**config.mk**
```make
export PLATFORM = sky130hd
export DESIGN_NAME = bin2bcd_seq
export DESIGN_NICKNAME = d
export VERILOG_FILES = /design/src/rtl/bin2bcd_pkg.sv /design/src/rtl/bin2bcd_seq_bcd_digit_adj.sv /design/src/rtl/bin2bcd_seq.sv
export SDC_FILE = /design/constraint.sdc
export NUM_CORES = 1
export LEC_CHECK = 0
export ABC_AREA = 1
export BUFFER_PORTS_ARGS = -buffer_cell sky130_fd_sc_hd__buf_2
export CORE_ASPECT_RATIO = 1.2
export CORE_MARGIN = 2
export CORE_UTILIZATION = 25
export DETAILED_ROUTE_END_ITERATION = 8
export GPL_TIMING_DRIVEN = 0
export HOLD_SLACK_MARGIN = 0.06
export MAX_ROUTING_LAYER = met4
export PLACE_DENSITY = 0.53
export SETUP_SLACK_MARGIN = 0.5
export SYNTH_ARGS = -nofsm -noshare
export SYNTH_HDL_FRONTEND = slang
export SYNTH_HIERARCHICAL = 1
export SYNTH_SLANG_ARGS = --single-unit
```
**constraint.sdc**
```tcl
create_clock -name clk -period 1.5 [get_ports clk]
set_input_delay 0.3 -clock clk [delete_from_list [all_inputs] [get_ports clk]]
set_output_delay 0.3 -clock clk [all_outputs]
set_load 0.02 [all_outputs]
```
**src/rtl/bin2bcd_pkg.sv**
```systemverilog
// Shared types and constants for the sequential double-dabble converter.
package bin2bcd_pkg;

  typedef logic [3:0] bcd_digit_t;

  localparam bcd_digit_t ADJ_THRESH = 4'd5;
  localparam bcd_digit_t ADJ_ADD    = 4'd3;

  typedef enum logic [1:0] {
    IDLE = 2'd0,
    CONV = 2'd1,
    DONE = 2'd2
  } bin2bcd_state_t;

endpackage

```
**src/rtl/bin2bcd_seq_bcd_digit_adj.sv**
```systemverilog
// Single-digit add-3 correction applied before each shift step.
module bcd_digit_adj
  import bin2bcd_pkg::*;
(
  input  bcd_digit_t din,
  output bcd_digit_t dout
);

  // Max input is 9, so the result is at most 12 and never carries.
  assign dout = (din >= ADJ_THRESH) ? bcd_digit_t'(din + ADJ_ADD) : din;

endmodule

```
**src/rtl/bin2bcd_seq.sv**
```systemverilog
// Sequential binary-to-BCD converter, one input bit per clock, valid/ready on both sides.
// Define BIN2BCD_SIGNED_EN to treat bin as two's complement and report the sign on neg.
module bin2bcd_seq
  import bin2bcd_pkg::*;
#(
  parameter int BIN_W  = 10,
  parameter int DIGITS = 4
) (
  input  logic                  clk,
  input  logic                  rst,
  input  logic                  in_valid,
  output logic                  in_ready,
  input  logic [BIN_W-1:0]      bin,
  output logic                  out_valid,
  input  logic                  out_ready,
  output logic [4*DIGITS-1:0]   bcd,
  output logic                  neg,
  output logic                  ovf
);

  localparam int CW = $clog2(BIN_W + 1);

  bin2bcd_state_t state, state_nxt;

  logic [CW-1:0]                cnt;
  logic [BIN_W-1:0]             sr;
  logic [BIN_W-1:0]             mag;
  logic                         sgn;
  bcd_digit_t [DIGITS-1:0]      dig;
  bcd_digit_t [DIGITS-1:0]      adj;
  logic [4*DIGITS:0]            shl;

`ifdef BIN2BCD_SIGNED_EN
  // Negating the most negative value wraps to itself, which reads as 2^(BIN_W-1) unsigned.
  assign sgn = bin[BIN_W-1];
  assign mag = sgn ? -bin : bin;
`else
  assign sgn = 1'b0;
  assign mag = bin;
`endif

  for (genvar g = 0; g < DIGITS; g++) begin : g_adj
    bcd_digit_adj u_adj (
      .din  (dig[g]),
      .dout (adj[g])
    );
  end

  // MSB of shl is the bit pushed out of the top digit.
  assign shl = {adj, sr[BIN_W-1]};

  always_comb begin
    state_nxt = state;
    case (state)
      IDLE:    if (in_valid)        state_nxt = CONV;
      CONV:    if (cnt == CW'(1))   state_nxt = DONE;
      DONE:    if (out_ready)       state_nxt = IDLE;
      default:                      state_nxt = IDLE;
    endcase
  end

  always_ff @(posedge clk or posedge rst) begin
    if (rst) begin
      state <= IDLE;
      cnt   <= '0;
      sr    <= '0;
      dig   <= '0;
      neg   <= 1'b0;
      ovf   <= 1'b0;
    end else begin
      state <= state_nxt;
      case (state)
        IDLE: if (in_valid) begin
          sr  <= mag;
          neg <= sgn;
          dig <= '0;
          ovf <= 1'b0;
          cnt <= CW'(BIN_W);
        end
        CONV: begin
          sr  <= {sr[BIN_W-2:0], 1'b0};
          dig <= shl[4*DIGITS-1:0];
          ovf <= ovf | shl[4*DIGITS];
          cnt <= cnt - 1'b1;
        end
        default: ;
      endcase
    end
  end

  assign in_ready  = (state == IDLE);
  assign out_valid = (state == DONE);
  assign bcd       = dig;

endmodule

```
==> impl_metrics.yaml <==
logic_synthesis:
  synth_fp_nets: 289
  post_synth_num_cell_types: 21
  yosys.cell_count.top_type: "sky130_fd_sc_hd__nand2_1"
  synth_async_sr_flop_share: 1.00
  synth_enable_flop_cells: 0
  mappedNetlistArea_mm2: 0.00201
  syn_avg_cell_area_um2: 7.59
  synth_top_flop_cell: "sky130_fd_sc_hd__dfrtp_1"
  synth_top_area_share: 0.411
  synthCells: 265
  netlist_top_cells_count: "sky130_fd_sc_hd__nand2_1, sky130_fd_sc_hd__nand3_1, sky130_fd_sc_hd__dfrtp_1"
  synth_warnings: 6
  synth-seq-area-share: 0.411
  yosys_register_bits: 33
  synth_area_leaders: "sky130_fd_sc_hd__dfrtp_1, sky130_fd_sc_hd__nand2_1, sky130_fd_sc_hd__nand3_1"
  synth_largest_area_cell: "sky130_fd_sc_hd__dfrtp_1"
floorplan:
  fp.dieW_um: 85.9
  floorplan.die.height_um: 102
  total_die_area_mm2: 0.00878
  placement_rows: 35
  core_region_area_mm2: 0.00775
  floorplan.initialDensity: 0.259
  i_o_pin_count: 34
cts:
  clockBufferDepth: 2
  number_of_buffers_inserted_by_hold_repair_at_cts: 0
  cts_root_buf: "sky130_fd_sc_hd__clkbuf_8"
  clkLatencyLatePin_ns: 0.29
  numCtsBuffers: 5
  ctsHtreeMaxLevel: 2
  cts_tree: "done"
  clock_sinks: 33
  clkTransAtPathRegs_ns: 0.07
global_route:
  grt_pass1_vias: 1878
  groute.usage.overall: 0.130
  groute.layer.met1.usage: 0.160
  grt.busiest_layer: "met2"
  global_route.usage.met3: 0.0267
  grt_max_degree: 34
  grt_pass1_wl_mm: 8.81
  grt_util_met2: 0.216
  grt_antenna_before_repair: 0
  gr-total-overflow: 0
worst_setup_path:
  setup.worst_path.start_class: "flip-flop"
  critical_path_required_ns: 1.20
  endpoint_kind: "output port"
  timing.setup.critical_path_class: "flip-flop to output port"
  critical_path.max_fanout: 3
  data_arrival_critical_path_ns: 1.11
layout:
  final_nets: 366
  antenna_cells: 0
  syn_to_final_growth_pct: 64.9
  final_layout_size_suffix_gt1_frac: 0.557
  layoutNonFillerInstCount: 435
  layout.cell_area.non_filler_mm2: 0.00332
route:
  detail_route.drc_violations: 0
  drt-wirelength-per-cell_um: 12.6
  firstDrtPassIters: 4
  detailroute.via_count: 2005
  initialDrtViolationCount: 57
  drt-total-wl_mm: 5.46
  ant_nets: 0
  avgViaCountPerCell: 4.61
run_status:
  result_of_the_run: "completed"
timing:
  unrepaired_setup_endpoints_after_global_routing: "yes"
  finClkSkew_ns: 0.00426
  final_critical_path_share_of_the_clock_period: 0.938
  clock.fmax_mhz: 711
  final_max_slew_viol_count: 0
  max_slew_margin: 0.507
  worst-slew-pin-transition_ns: 0.737
  hold_viol_final: 0
  final_period_minus_worst_setup_slack_ns: 1.41
  final_sum_of_negative_setup_slack_ns: 0
  setup_viol_count_final: 0
  hold_slack_ns: 0.125
placement:
  post-dp-hpwl_mm: 3.33
  place_area_mm2: 0.00243
  numPlacedInstances: 389
  gpl.final_weighted_congestion: 0.794
  io_buffers: 32
power:
  power_report.internal_total_w: 0.00399
  netSwitchingPower_w: 0.00325
  share_seq_of_total_power: 0.238
  power_per_cell_area_mw_per_mm2: 2180
  power.static_leakage_nw: 1.60
  clockPowerShare: 0.099
  p_comb_frac: 0.663
  switching_share: 0.449
  worst_ir_drop_vdd_uv: 843
  p_total_w: 0.00724
min_path:
  hold_wc_path_type: "input pin to asynchronous set/reset pin"
flow_run:
  drv_cap: 0
what timing repair did:
item	4_1_cts	5_1_grt
gates resized for setup	62	50
endpoints found under the setup margin	52	52
gates cloned	3	1
setup buffers	30	4
pin swaps	10	38
cell type report:
cell class | instances | area, µm²
plain buffers | 11 | 111
fillers | 775 | 4440
repair buffers | 70 | 669
inverters | 26 | 114
clock buffers | 8 | 90.1
flip-flops and latches | 33 | 842
multi-input cells | 195 | 1370
well taps | 92 | 115
sequential cells by signal (all words and copies together) (netlist names):
register,flops
bcd,16
cnt,4
ovf,1
sr,10
state,2
power by group through the flow:
| stage | Sequential [W] | Combinational [W] | Clock [W] |
|---|---|---|---|
| 6_report | 0.00173 | 0.00480 | 0.000715 |
| 5_1_grt | 0.00178 | 0.00528 | 0.000762 |
| 4_1_cts | 0.00170 | 0.00442 | 0.000716 |
| 3_5_place_dp | 0.00177 | 0.00322 | 0 |
| 3_3_place_gp | 0.00177 | 0.00318 | 0 |
| 2_1_floorplan | 0.00192 | 0.00231 | 0 |
per-stage QoR:
step	util	worst slack (ns)
floorplan	-	0.299
global placement	0.314	0.292
detailed placement	0.314	0.278
CTS	0.395	0.0928
global route	0.428	0.0514
finish	0.428	0.0934
worst paths after layout:
check,slack (ns),endpoint,cells past startpoint,start
max,0.09,in_ready,3,state[0]$_DFFE_PP0P_
min in group clk,0.21,state[1]$_DFFE_PP0P_,2,out_ready
max reg2reg,0.14,cnt[1]$_DFFE_PP0P_,9,state[1]$_DFFE_PP0P_
max in group asynchronous,0.93,bcd[6]$_DFFE_PP0P_,2,rst
min reg2reg,0.51,bcd[0]$_DFFE_PP0P_,2,sr[9]$_DFFE_PP0P_
min,0.13,ovf$_DFFE_PP0P_,2,rst
layer usage:
metal  up-vias  wire (µm)  part of all wire
li1       1003          -                 -
met1       970       2370              0.43
met2        26       2880              0.53
met3         6        149             0.027
met4         0         70             0.013
met5         -          0                 0
cell usage in the layout, fill, tap and decap left out, drive strengths merged:
cell       n
o21ai     14
o22ai      1
ha        10
nand4      1
clkinvlp   1
nor2      26
buf       78
inv       25
a21oi      4
clkbuf    11
conb       1
dfrtp     33
nand3     52
nand2     86
kinds of logic after synthesis:
| logic type | synth area share |
|---|---|
| simple gates | 0.379 |
| buf+inv | 0.0834 |
| flops | 0.411 |
| compound gates | 0.0628 |
| fa+ha+maj | 0.0622 |
| other cells | 0.00187 |
critical path, cell delays in order, from the launching register on:
cell,delay (ns)
sky130_fd_sc_hd__dfrtp_1,0.43
sky130_fd_sc_hd__nor2_4,0.17
sky130_fd_sc_hd__buf_6,0.12
sky130_fd_sc_hd__buf_6,0.10
No activity file was read; power rests on OpenSTA's default activity.
